### config.mk
export PLATFORM = sky130hd
export DESIGN_NAME = fir_result_capture
export DESIGN_NICKNAME = d
export VERILOG_FILES = /design/src/rtl/fir_cap_pkg.sv /design/src/rtl/fir_cap_fifo.sv /design/src/rtl/fir_result_capture.sv
export SDC_FILE = /design/constraint.sdc
export NUM_CORES = 1
export LEC_CHECK = 0
export ABC_AREA = 1
export BUFFER_PORTS_ARGS = -buffer_cell sky130_fd_sc_hd__buf_2
export CAP_MARGIN = 20
export CORE_UTILIZATION = 40
export DETAILED_ROUTE_END_ITERATION = 10
export SYNTH_ARGS = -nofsm -noshare
export SYNTH_HDL_FRONTEND = slang
export SYNTH_HIERARCHICAL = 1
export SYNTH_SLANG_ARGS = --single-unit
### constraint.sdc
create_clock -name i_clk -period 4.31 [get_ports i_clk]
set_clock_uncertainty 0.2 [all_clocks]
set_input_delay 1.0775 -clock i_clk [delete_from_list [all_inputs] [get_ports i_clk]]
set_output_delay 1.0775 -clock i_clk [all_outputs]
set_load 0.05 [all_outputs]
### src/rtl/fir_cap_pkg.sv
// rtl/fir_cap_pkg.sv - shared constants and round/saturate helper for the FIR result capture block
// Contents: default parameter values, CALC_W working width, scale_sat() round-and-clip function.

package fir_cap_pkg;

    localparam int OW_DEF     = 31;
    localparam int DW_DEF     = 16;
    localparam int SHIFT_DEF  = 11;
    localparam int DEPTH_DEF  = 8;
    localparam int WARMUP_DEF = 5;

    // Working width for scaling; wide enough that the rounding bias can never
    // overflow for any practical accumulator width.
    localparam int CALC_W = 64;

    // Round half toward +inf, arithmetic shift right, then clip to a signed
    // dw-bit range. The result is returned sign-extended to CALC_W bits.
    function automatic logic signed [CALC_W-1:0] scale_sat(
        input  logic signed [CALC_W-1:0] value,
        input  int                       dw,
        input  int                       shift,
        output logic                     clipped
    );
        logic signed [CALC_W-1:0] biased;
        logic signed [CALC_W-1:0] v;
        logic signed [CALC_W-1:0] max_v;
        logic signed [CALC_W-1:0] min_v;
        logic signed [CALC_W-1:0] result;
        biased = value;
        if (shift > 0) begin
            biased = value + (64'sd1 <<< (shift - 1));
        end
        v       = biased >>> shift;
        max_v   = (64'sd1 <<< (dw - 1)) - 64'sd1;
        min_v   = -(64'sd1 <<< (dw - 1));
        clipped = 1'b0;
        result  = v;
        if (v > max_v) begin
            result  = max_v;
            clipped = 1'b1;
        end else if (v < min_v) begin
            result  = min_v;
            clipped = 1'b1;
        end
        return result;
    endfunction

endpackage

### src/rtl/fir_cap_fifo.sv
// rtl/fir_cap_fifo.sv - synchronous show-ahead FIFO with registered head, level and flags
// Ports: clk, resetn (sync active-low), clear (sync flush), wr_en/wr_data push,
//        rd_en pop, rd_data registered head (0 when empty), empty, full, level.

module fir_cap_fifo #(
    parameter int DEPTH = 8,
    parameter int DW    = 16
) (
    input  logic                       clk,
    input  logic                       resetn,
    input  logic                       clear,
    input  logic                       wr_en,
    input  logic [DW-1:0]              wr_data,
    input  logic                       rd_en,
    output logic [DW-1:0]              rd_data,
    output logic                       empty,
    output logic                       full,
    output logic [$clog2(DEPTH+1)-1:0] level
);

    localparam int AW = $clog2(DEPTH);
    localparam int LW = $clog2(DEPTH + 1);

    logic [DW-1:0] mem [DEPTH];
    logic [AW-1:0] wr_ptr;
    logic [AW-1:0] rd_ptr;
    logic [LW-1:0] count;

    logic          flush;
    logic          do_rd;
    logic          do_wr;
    logic [LW-1:0] count_n;
    logic [AW-1:0] rd_ptr_n;
    logic [DW-1:0] head_n;

    assign flush = !resetn || clear;

    always_comb begin
        do_rd    = 1'b0;
        do_wr    = 1'b0;
        count_n  = count;
        rd_ptr_n = rd_ptr;
        head_n   = '0;
        if (!flush) begin
            do_rd = rd_en && (count != '0);
            // A pop in the same cycle frees the slot, so a full FIFO still accepts.
            do_wr = wr_en && ((count != LW'(DEPTH)) || do_rd);
        end
        count_n  = count + LW'(do_wr) - LW'(do_rd);
        rd_ptr_n = rd_ptr + AW'(do_rd);
        if (count_n == '0) begin
            head_n = '0;
        end else if ((count - LW'(do_rd)) == '0) begin
            // Only the incoming word will be held; it is not in mem yet.
            head_n = wr_data;
        end else begin
            head_n = mem[rd_ptr_n];
        end
    end

    always_ff @(posedge clk) begin
        if (do_wr) begin
            mem[wr_ptr] <= wr_data;
        end
    end

    always_ff @(posedge clk) begin
        if (flush) begin
            wr_ptr  <= '0;
            rd_ptr  <= '0;
            count   <= '0;
            rd_data <= '0;
            empty   <= 1'b1;
            full    <= 1'b0;
        end else begin
            wr_ptr  <= wr_ptr + AW'(do_wr);
            rd_ptr  <= rd_ptr_n;
            count   <= count_n;
            rd_data <= head_n;
            empty   <= (count_n == '0);
            full    <= (count_n == LW'(DEPTH));
        end
    end

    assign level = count;

endmodule

### src/rtl/fir_result_capture.sv
// rtl/fir_result_capture.sv - captures, rounds and saturates FIR outputs into a host-drained FIFO
// Ports: i_clk, i_reset_n (sync active-low), i_ce sample strobe, i_result accumulator,
//        i_clear sync flush, i_rd_en pop; o_rd_data show-ahead head, o_empty, o_full,
//        o_level, o_overflow / o_sat sticky flags.

module fir_result_capture
    import fir_cap_pkg::*;
#(
    parameter int OW     = OW_DEF,
    parameter int DW     = DW_DEF,
    parameter int SHIFT  = SHIFT_DEF,
    parameter int DEPTH  = DEPTH_DEF,
    parameter int WARMUP = WARMUP_DEF
) (
    input  logic                       i_clk,
    input  logic                       i_reset_n,
    input  logic                       i_ce,
    input  logic signed [OW-1:0]       i_result,
    input  logic                       i_clear,
    input  logic                       i_rd_en,
    output logic signed [DW-1:0]       o_rd_data,
    output logic                       o_empty,
    output logic                       o_full,
    output logic [$clog2(DEPTH+1)-1:0] o_level,
    output logic                       o_overflow,
    output logic                       o_sat
);

    localparam int WC_W = (WARMUP > 0) ? $clog2(WARMUP + 1) : 1;

    logic                     flush;
    logic                     pending;
    logic [WC_W-1:0]          warm_cnt;
    logic                     warm_done;
    logic                     wr_en;
    logic                     dropped;
    logic                     clipped;
    logic signed [CALC_W-1:0] scaled_full;
    logic [DW-1:0]            scaled;
    logic [DW-1:0]            fifo_rd_data;
    logic                     unused_scaled_hi;

    assign flush     = !i_reset_n || i_clear;
    assign warm_done = (warm_cnt == WC_W'(WARMUP));
    // The FIR output for a strobe appears one cycle later, so a result is
    // processed in the cycle after i_ce.
    assign wr_en     = pending && warm_done && !flush;
    assign dropped   = wr_en && o_full && !i_rd_en;

    always_comb begin
        clipped     = 1'b0;
        scaled_full = scale_sat(CALC_W'(i_result), DW, SHIFT, clipped);
    end

    assign scaled           = scaled_full[DW-1:0];
    assign unused_scaled_hi = ^scaled_full[CALC_W-1:DW];

    always_ff @(posedge i_clk) begin
        if (flush) begin
            pending    <= 1'b0;
            warm_cnt   <= '0;
            o_overflow <= 1'b0;
            o_sat      <= 1'b0;
        end else begin
            pending <= i_ce;
            if (pending && !warm_done) begin
                warm_cnt <= warm_cnt + WC_W'(1);
            end
            if (dropped) begin
                o_overflow <= 1'b1;
            end
            // Only clipping of a word that actually lands in the FIFO counts.
            if (wr_en && clipped && !dropped) begin
                o_sat <= 1'b1;
            end
        end
    end

    fir_cap_fifo #(
        .DEPTH (DEPTH),
        .DW    (DW)
    ) u_fifo (
        .clk     (i_clk),
        .resetn  (i_reset_n),
        .clear   (i_clear),
        .wr_en   (wr_en),
        .wr_data (scaled),
        .rd_en   (i_rd_en),
        .rd_data (fifo_rd_data),
        .empty   (o_empty),
        .full    (o_full),
        .level   (o_level)
    );

    assign o_rd_data = fifo_rd_data;

endmodule

# Word-level counts from Yosys, hierarchy flattened
# Memory sizes are Yosys's and may differ from the RTL's.
# Index checks and enable logic that the tools add are counted.
# classes
addsub,7
n_lt_le_gt_ge,2
eq_ne,3
muxes,9
reduce_logical,20
# op_table
operator,n
$mux 16,3
$add 31x12->32 const B,1
$gt 21x16->1 const B,1
$lt 21x16->1 const B,1
$logic_and 1x1->1,9
$logic_not 4->1,2
$sub 4x1->4,2
$add 3x1->3,2
$mux 1,6
$logic_not 1->1,5
$add 4x1->4,1
$eq 4x4->1 const B,1
$ne 4x4->1 const B,1
$reduce_bool 4->1,1
$add 3x1->3 const B,1
$eq 3x3->1 const B,1
$logic_or 1x1->1,2
$reduce_or 2->1,1
# totals
regBits,34
mem_bits_rw,128
in_bits,36
output_inout_bits,24
word_cells,52
mem_count,1
# memory_table
memory,words,word_bits,rd,rd_ports_with_merged_regs,write_ports,line,rtl
u_fifo.mem,8,16,1,0,1,fir_cap_fifo.sv:24,logic [DW-1:0] mem [DEPTH];

# Logic depth before layout (Yosys ltp)
# Gate-level depths: netlist (run 1).
# depth
word_depth,10
ltp_mapped,18
depth_no_buf,17

# By module
# Netlist (run 1), hierarchy kept.
# by_module_without_submodules
module,n_inst,cells_each,area_per_inst_um2,seq_area_each_um2
fir_cap_fifo,1,590,6423.7,4404.2
fir_result_capture,1,176,1038.5,120.1

# Worst setup path after synthesis (run 1)
# No wires, ideal clock.
# synth_timing
kind,input -> register
start,in i_reset_n
end,reg u_fifo.rd_data[10]
arrival_time_ns,3.442
required_time_ns,3.997
slack_ns,0.555
cell_stages,17
path_cell_list,inv_1 nor2_1 nand2_1 nor2_1 nand3_1 ha_1 inv_1 ha_1 inv_1 fa_1 xnor2_1 nand3_1 nand2_1 nand2_1 inv_1 buf_4 nor2_1
# synth_between
elab_chain_cells,10
elab_cells_between_ends,16
# synth_rtl
item,line,rtl
from (decl),fir_result_capture.sv:16,"input logic i_reset_n,"
$logic_not 1->1,fir_result_capture.sv:43,assign flush = !i_reset_n || i_clear;
$logic_or 1x1->1,fir_result_capture.sv:43,
$logic_not 1->1,fir_result_capture.sv:47,assign wr_en = pending && warm_done && !flush;
$logic_and 1x1->1,fir_result_capture.sv:47,
net wr_en,fir_result_capture.sv:35,logic wr_en;
$logic_and 1x1->1,fir_cap_fifo.sv:47,do_wr = wr_en && ((count != LW'(DEPTH)) || do_rd);
$mux 1,fir_cap_fifo.sv:44,if (!flush) begin
$add 4x1->4,fir_cap_fifo.sv:49,count_n = count + LW'(do_wr) - LW'(do_rd);
$sub 4x1->4,fir_cap_fifo.sv:49,
$logic_not 4->1,fir_cap_fifo.sv:51,if (count_n == '0) begin
$reduce_or 2->1 (no line),-,
to (signal assigned),fir_cap_fifo.sv:79,rd_data <= head_n;
to (decl),fir_cap_fifo.sv:15,"output logic [DW-1:0] rd_data,"
# The timed path passes the listed nets, and every way through them passes these cells.
# A chain may end at the register's enable or synchronous reset.

# Worst setup path after layout (run 1)
# layout_timing
start,in i_clear
end,reg u_fifo.rd_data[2]
# layout_between
elab_chain_cells,9
elab_cells_between_ends,15
# layout_rtl
item,line,rtl
from (decl),fir_result_capture.sv:19,"input logic i_clear,"
$logic_or 1x1->1 (*),"fir_cap_fifo.sv:36, fir_result_capture.sv:43",
$logic_not 1->1,fir_result_capture.sv:47,
$logic_and 1x1->1,fir_result_capture.sv:47,
$logic_and 1x1->1,fir_cap_fifo.sv:47,
$mux 1,fir_cap_fifo.sv:44,
$add 4x1->4,fir_cap_fifo.sv:49,
$sub 4x1->4,fir_cap_fifo.sv:49,
$logic_not 4->1,fir_cap_fifo.sv:51,
$reduce_or 2->1 (no line),-,
# Every way passes the cells marked *; elsewhere a longest branch is shown, timed or not.

==> results of run 1 <==
## cell type report
cell class | instances | share of cell area (%)
Sequential cell | 162 | 52.30
Clock buffer | 21 | 5.207
Multi-Input combinational cell | 503 | 28.94
Tap cell | 229 | 3.312
Clock inverter | 11 | 2.141
Inverter | 72 | 3.124
Timing Repair Buffer | 72 | 4.975
## tightest hold or removal path, stage by stage, from the launching register on
cell and delay [ps]:
dfxtp_1 310, inv_1 50, a21oi_1 60
## routing by layer
metal | up-vias | global-route usage (%) | routed length, um
li1 | 2646 | - | -
met2 | 142 | 29.50 | 7806
met5 | - | 0 | 0
met1 | 2363 | 23.34 | 7287
met4 | 0 | 7.096 | 290
met3 | 25 | 3.798 | 824
## cells in the mapped netlist (4+ instances only)
library cell,n
buf_2,19
clkbuf_1,4
dfxtp_1,34
edfxtp_1,128
ha_1,16
inv_1,70
nand2_1,237
nand2_2,4
nand3_1,135
nand3_2,5
nand4_1,4
nor2_1,50
nor2_2,8
nor2_4,4
or2_2,4
xnor2_1,6
xor2_1,7
## layout by cell type (no fill, tap or decap), types with 2 or more instances in the layout
cell        count
a21oi_1         3
buf_2          49
buf_4          22
bufinv_16       5
clkbuf_1        3
clkbuf_16      17
clkinv_2        4
clkinvlp_4      2
dfxtp_1        34
edfxtp_1      128
ha_1           15
inv_1          69
inv_2           2
nand2_1       237
nand2_2         4
nand2_4         2
nand3_1       135
nand3_2         5
nand4_1         4
nor2_1         50
nor2_2          8
nor2_4          4
nor3_1          3
o21ai_0         3
or2_2           4
xnor2_1         6
xor2_1          7
## metrics by stage
stage / util, % / power [mW]
floorplan: - / 1.798
global placement: 44.17 / 1.840
detailed placement: 44.17 / 1.841
CTS: 47.67 / 3.455
global route: 47.67 / 3.535
finish: 47.67 / 3.426
## cells by family (layout without fill, tap and decap cells)
group,after synthesis,after routing,share of synthesized area (%)
compound gates,13,13,1.308
xor+xnor,15,15,1.962
buf+inv,101,176,5.852
simple gates,458,458,27.30
fa+ha+maj,17,17,2.951
flops,162,162,60.63
## state kept, by name, indices dropped and copies added (netlist names)
register	cells
u_fifo/wr_ptr	3
warm_cnt	3
o_sat	1
o_overflow	1
u_fifo/level	4
u_fifo/empty	1
u_fifo/rd_ptr	3
u_fifo/mem	128
u_fifo/full	1
pending	1
u_fifo/rd_data	16
## final timing paths
| kind | start | to | slack [ps] | cells after the start |
|---|---|---|---|---|
| setup / recovery | i_clear | u_fifo/rd_data[2] | 710 | 16 |
| hold / removal | o_sat | o_sat | 270 | 2 |
| setup reg to reg | u_fifo/level[2] | u_fifo/rd_data[2] | 1150 | 17 |
| hold reg to reg | o_sat | o_sat | 270 | 2 |
## where the power goes
part	switching [mW]	internal [mW]
registers	0.000551	1.69
logic	0.0799	0.0335
clock network	0.580	1.04
total	0.661	2.76
==> reports/metrics.yaml, run 1 <==
logic_synthesis:
  syn_nets: 819
  postSynthCellCount: 766
  seq_area_frac_synth_pct: 60.63
  yosys.area.top_type: "edfxtp_1"
  synthFlopType: "edfxtp_1"
  synth-seq-cells: 162
  synth_top_area_share_pct: 51.51
  syn_area_um2: 7462
  synth_cell_type_count: 37
  post_synth.cell_area_avg_um2: 9.742
  yosys-top-cells-area: "edfxtp_1 52%, nand2_1 12%, dfxtp_1 9.1%, nand3_1 9.1%, inv_1 3.5%"
  async_flop_share_pct: 0
  yosys_warnings: 6
  synth_edf_count: 128
clocking:
  numCtsBuffers: 17
  clk_pin_slew_ps: 60
  clk_latency_ps: 420
  cts-root-buf: "clkbuf_16"
  postCtsHoldBufs: 0
  cts_resized: 0
  htreeDepth: 4
  cts_tree: "done"
  cts.sinks: 162
  clock_path_buffers: 2
  post-cts-setup-buffers: 0
sta:
  slew_headroom_pct: 55.46
  rsz0062_at_grt: "no"
  worst_slew_pin_slew_ps: 665.6
  timing.hold.ws_ps: 268.0
  hold_viol: 0
  fmax_ghz: 0.2776
  timing.final.crit_share_pct: 83.59
  fin_crit_ps: 3603
  setup_viol: 0
  slew_viol_final: 0
  setup_slack_ps: 707.1
  tns_ps: 0
die:
  initial_core_util_pct: 41.12
  fp-row-count: 49
  core-area_um2: 18150
  ios: 60
  die_x_um: 138.6
  fp.dieH_um: 138.6
  die-area_um2: 19210
detailed_routing:
  drcViolationCount: 4
  first_pass_iters: 8
  drt-wirelength-per-cell_um: 15.15
  wl_mm: 16.21
  vias: 5176
  detail_route.iter0.violations: 259
  final_antenna_net_count: 0
  viasPerCell: 4.837
placement:
  portBuffers: 49
  placed_cells: 1038
  dp_hpwl_mm: 10.01
  place_area_um2: 8015
  dp_worst_setup_slack_ps: 285.9
  gp_congestion: 0.8253
finish:
  area.growth.synth_to_final_pct: 15.93
  layout.nets: 881
  drive_gt1_share_pct: 16.17
  multi_input_area_um2: 2504
  final_area_um2: 8651
  instances_no_fill: 1070
  n_fill_cell: 1722
  area.sequential_um2: 4524
  num_antenna_cells: 0
grt:
  grt_start_max_net_pins: 39
  grtUsageTotal_pct: 17.99
  grt_pass1_vias: 4835
  antenna_found_initial: 0
  grt_pass1_wl_mm: 25.76
  overflow: 0
critical_path:
  cpMaxStageDelayCell: "fa_1"
  endpoint_kind: "register"
  slowest_delay_ps: 370
  cp-start-kind: "input port"
  setup.worst_path.class: "in -> reg"
  worst_ep_arrival_time_ps: 3710
  crit_chain: "buf_2 -> nor2_1 -> clkinv_1 -> nor2_1 -> ha_1 -> inv_1 -> ha_1 -> inv_1 -> fa_1 -> xnor2_1 -> nand3_1 -> nand2_1 -> nand2_1 -> inv_1 -> buf_4 -> nor2_1"
  cp_top_family: "simple AND/OR/NAND/NOR gates"
  crit_required_ps: 4420
  crit_buf_inv: 6
  crit_fanout: 16
power_and_ir_drop:
  leakage_nw: 3.606
  vdd.ir_drop.worst_v: 0.0002976
  power_density_nw_per_um2: 396.0
status:
  outcome: "finished with violations"
  failed_checks: "DRC"
worst_hold_path:
  hp-class: "reg -> reg"
run:
  max_cap_violations: 0
Power figures use the tool's default switching activity.
==> inputs of run 2 (changes only) <==
==> constraint.sdc (replaced) <==
create_clock -name i_clk -period 3.1 [get_ports i_clk]
set_clock_uncertainty 0.2 [all_clocks]
set_input_delay 0.775 -clock i_clk [delete_from_list [all_inputs] [get_ports i_clk]]
set_output_delay 0.775 -clock i_clk [all_outputs]
set_load 0.05 [all_outputs]
==> reports/metrics.yaml, run 2 (synthesized netlist as in run 1, its figures left out) <==
placement:
  place_area_um2: 8298
  gp_congestion: 0.8273
  placed_cells: 1059
  dp_hpwl_mm: 10.55
  portBuffers: 49
finish:
  drive_gt1_share_pct: 21.13
  n_fill_cell: 1650
  final_area_um2: 8941
  area.sequential_um2: 4528
  final_util_pct: 49.27
  multi_input_area_um2: 2561
  area.growth.synth_to_final_pct: 19.82
  num_antenna_cells: 0
  mostFrequentLayoutCells: "235 x nand2_1, 133 x nand3_1, 128 x edfxtp_1"
  largest_reg_flops: 128
  layout_commonest_cell: "nand2_1"
  layout.nets: 907
  instances_no_fill: 1095
  regMostFlops: "u_fifo/mem"
grt:
  grt_start_max_net_pins: 45
  grt_pass1_vias: 5050
  grt_pass1_wl_mm: 26.74
  overflow: 0
  grtUsageTotal_pct: 18.32
  antenna_found_initial: 0
clocking:
  clk_latency_ps: 420
  cts_tree: "done"
  clock_path_buffers: 2
  cts.sinks: 162
  htreeDepth: 4
  cts-root-buf: "clkbuf_16"
  clk_pin_slew_ps: 60
  numCtsBuffers: 17
power_and_ir_drop:
  leakage_nw: 3.747
  power.total_mw: 4.528
  vdd.ir_drop.worst_v: 0.0004153
  power_density_nw_per_um2: 506.4
detailed_routing:
  drt-wirelength-per-cell_um: 15.31
  vias: 5344
  final_antenna_net_count: 0
  first_pass_iters: 8
  detail_route.iter0.violations: 299
  drcViolationCount: 2
  wl_mm: 16.76
  viasPerCell: 4.880
critical_path:
  reg2reg_from: "u_fifo/level[2]"
  endpoint_kind: "register"
  setup.worst_path.class: "reg -> reg"
  worst_ep_arrival_time_ps: 3050
  reg2reg_depth: 18
  crit_fanout: 8
  r2r_slack_ps: 160
  cp-startpoint: "u_fifo/level[2]"
  cp-start-kind: "register"
  crit_required_ps: 3210
sta:
  worst_slew_pin_slew_ps: 545.4
  timing.hold.ws_ps: 264.1
  fmax_ghz: 0.3402
  rsz0062_at_grt: "no"
  fin_crit_ps: 2939
  timing.final.crit_share_pct: 94.82
  slew_viol_final: 0
  hold_viol: 0
  slew_headroom_pct: 63.64
  setup_viol: 0
worst_hold_path:
  hold_path_depth: 1
  hp-class: "reg -> reg"
  min_from: "o_overflow"
die:
  fp.dieH_um: 138.6
  initial_core_util_pct: 41.12
  die-area_um2: 19210
  fp-row-count: 49
  die_x_um: 138.6
  ios: 60
  core-area_um2: 18150
status:
  failed_checks: "DRC"
  outcome: "finished with violations"
run:
  max_cap_violations: 0
[run 2: through the flow]
stage          setup slack (ps)  TNS [ps]
4_1_cts                   102.9         0
3_5_place_dp             -166.8     -2453
2_1_floorplan            -20.59    -185.3
3_3_place_gp             -131.4     -1917
5_1_grt                   29.89         0
6_report                  160.5         0
[run 2: report_power, final]
group / leakage (nW) / switching, mW / total (mW) / internal [mW]
clock network: 0.258 / 0.819 / 1.99 / 1.17
registers: 1.46 / 0.000834 / 2.35 / 2.35
logic: 2.03 / 0.122 / 0.181 / 0.0598
[run 2: layer usage]
layer / track usage [%] / up-vias / wire (um)
met5: 0 / - / 0
met4: 5.559 / 0 / 120
met3: 3.384 / 8 / 589
met2: 30.35 / 106 / 8056
met1: 24.48 / 2521 / 7994
li1: - / 2709 / -
[run 2: worst max-delay path, cell delays in order (launching register included)]
cell and delay [ps]:
dfxtp_2 340, inv_4 50, ha_2 170, nand3_1 90, nand2_2 60, buf_4 130, nor2_2 150, ha_4 220
inv_1 50, ha_2 170, inv_2 40, fa_2 350, xnor2_2 200, nand3_2 90, nand2_1 70, nand2_1 70
inv_2 150, clkbuf_16 180, nor2_1 40
[run 2: area by class of cell]
type	instances	area share, %
repair buffers	98	8.032
multi-input cells	503	28.65
clock buffers	17	4.758
inverters	72	3.149
well taps	229	3.205
flip-flops and latches	162	50.64
clock inverters	14	1.567
[run 2: worst paths after layout]
kind | to
worst max-delay path | u_fifo/rd_data[8]
worst min-delay path | o_overflow
worst max register to register | u_fifo/rd_data[8]
worst min register to register | o_overflow
[run 2: what timing repair did]
| action | CTS | global route |
|---|---|---|
| setup buffers | 0 | 4 |
| resized for setup | 0 | 6 |
| hold buffers | 0 | 0 |
| setup endpoints to repair | 0 | 16 |
==> inputs of run 3 (changes only) <==
--- a/config.mk
+++ b/config.mk
@@ -6,10 +6,10 @@
 export NUM_CORES = 1
 export LEC_CHECK = 0
 export ABC_AREA = 1
-export BUFFER_PORTS_ARGS = -buffer_cell sky130_fd_sc_hd__buf_2
 export CAP_MARGIN = 20
 export CORE_UTILIZATION = 40
 export DETAILED_ROUTE_END_ITERATION = 10
+export DONT_BUFFER_PORTS = 1
 export SYNTH_ARGS = -nofsm -noshare
 export SYNTH_HDL_FRONTEND = slang
 export SYNTH_HIERARCHICAL = 1
==> reports/metrics.yaml, run 3 (synthesized netlist as in run 1, its figures left out) <==
status:
  outcome: "finished with violations"
  failed_checks: "DRC"
critical_path:
  setup.worst_path.class: "reg -> reg"
  cp-start-kind: "register"
  cp-startpoint: "u_fifo/level[2]"
  endpoint_kind: "register"
  reg2reg_from: "u_fifo/level[2]"
  worst_ep_arrival_time_ps: 3020
  crit_fanout: 8
  crit_required_ps: 3210
  reg2reg_depth: 17
clocking:
  clk_pin_slew_ps: 60
  clock_path_buffers: 2
  cts-root-buf: "clkbuf_16"
  cts_tree: "done"
  cts.sinks: 162
  postCtsHoldBufs: 0
  numCtsBuffers: 17
  clk_latency_ps: 420
  htreeDepth: 4
sta:
  fmax_ghz: 0.3439
  timing.final.crit_share_pct: 93.80
  rsz0062_at_grt: "no"
  timing.hold.ws_ps: 257.2
  fin_crit_ps: 2908
  setup_viol: 0
  hold_viol: 0
  worst_slew_pin_slew_ps: 646.6
  slew_viol_final: 0
  slew_headroom_pct: 56.68
detailed_routing:
  drcViolationCount: 1
  final_antenna_net_count: 0
  vias: 5168
  wl_mm: 16.79
  viasPerCell: 4.979
  first_pass_iters: 8
  detail_route.iter0.violations: 395
  drt-wirelength-per-cell_um: 16.17
finish:
  regMostFlops: "u_fifo/mem"
  layout_commonest_cell: "nand2_1"
  drive_gt1_share_pct: 15.70
  area.growth.synth_to_final_pct: 15.76
  layout.nets: 849
  mostFrequentLayoutCells: "235 x nand2_1, 133 x nand3_1, 128 x edfxtp_1"
  num_antenna_cells: 0
  largest_reg_flops: 128
  final_area_um2: 8638
  final_util_pct: 47.60
power_and_ir_drop:
  leakage_nw: 3.482
  vdd.ir_drop.worst_v: 0.0002604
  power.total_mw: 4.507
  power_density_nw_per_um2: 521.8
placement:
  place_area_um2: 8000
  portBuffers: 0
  dp_hpwl_mm: 10.26
  gp_congestion: 0.7633
grt:
  grtUsageTotal_pct: 18.10
  grt_pass1_wl_mm: 26.06
  grt_start_max_net_pins: 37
  grt_pass1_vias: 4905
  antenna_found_initial: 0
  overflow: 0
die:
  core-area_um2: 18150
  ios: 60
  initial_core_util_pct: 41.12
  die_x_um: 138.6
  die-area_um2: 19210
  fp.dieH_um: 138.6
  fp-row-count: 49
run:
  max_cap_violations: 0
worst_hold_path:
  hold_path_depth: 2
  min_from: "i_ce"
  hp-class: "in -> reg"
==> run 3: cell types whose count changed in the layout (fill, tap and decap cells not counted), sizes merged <==
cell,delta
buf,-58
clkinvlp,-4
clkbuf,+2
clkinv,+2
inv,+1
==> run 3: metal layers <==
layer  up-vias  GRT usage, %  wire length, um
met5         -             0                0
met4         0         7.392              289
met3        28         4.040              966
met2       137         29.44             8125
met1      2412         23.45             7405
li1       2591             -                -
==> run 3: worst paths after layout <==
kind | to | slack [ps]
hold reg to reg | warm_cnt[0] | 300
setup reg to reg | u_fifo/rd_data[15] | 190
hold / removal | pending | 260
setup / recovery | u_fifo/rd_data[15] | 190
==> run 3: per-stage QoR <==
step	setup WS [ps]	TNS (ps)	std cells
2_1_floorplan	-20.59	-185.3	766
3_3_place_gp	4.301	0	1003
3_5_place_dp	-49.34	-496.0	1003
4_1_cts	56.63	0	1035
5_1_grt	30.60	0	1038
6_report	192.1	0	1038
==> run 3: final cells by class <==
cell class	instances	area, um^2
timing repair buffer	40	392.9
clock inverter	13	135.1
tap	229	286.5
fill	1688	9509
sequential	162	4528
multi-input combinational	503	2579
inverter	72	284.0
clock buffer	19	432.9
==> run 3: critical path, cell delays in order, from the launching register on <==
cell and delay, ps:
dfxtp_2 350, inv_4 60, ha_1 190, nand3_1 80
nand2_1 90, nor2_1 230, ha_4 250, inv_2 60
ha_4 130, inv_2 40, fa_2 360, xnor2_2 210
nand3_2 100, nand2_1 80, nand2_2 70, inv_4 100
buf_12 140, nor2_1 50
==> run 3: what timing repair did <==
item                       CTS  global route
gates resized for setup      0             7
buffers inserted             0             2
setup endpoints to repair    0            16
==> run 3: power by group <==
part           switching [mW]  internal [mW]
clock network           0.828           1.18
registers            0.000879           2.35
logic                   0.100         0.0422
total                   0.929           3.58
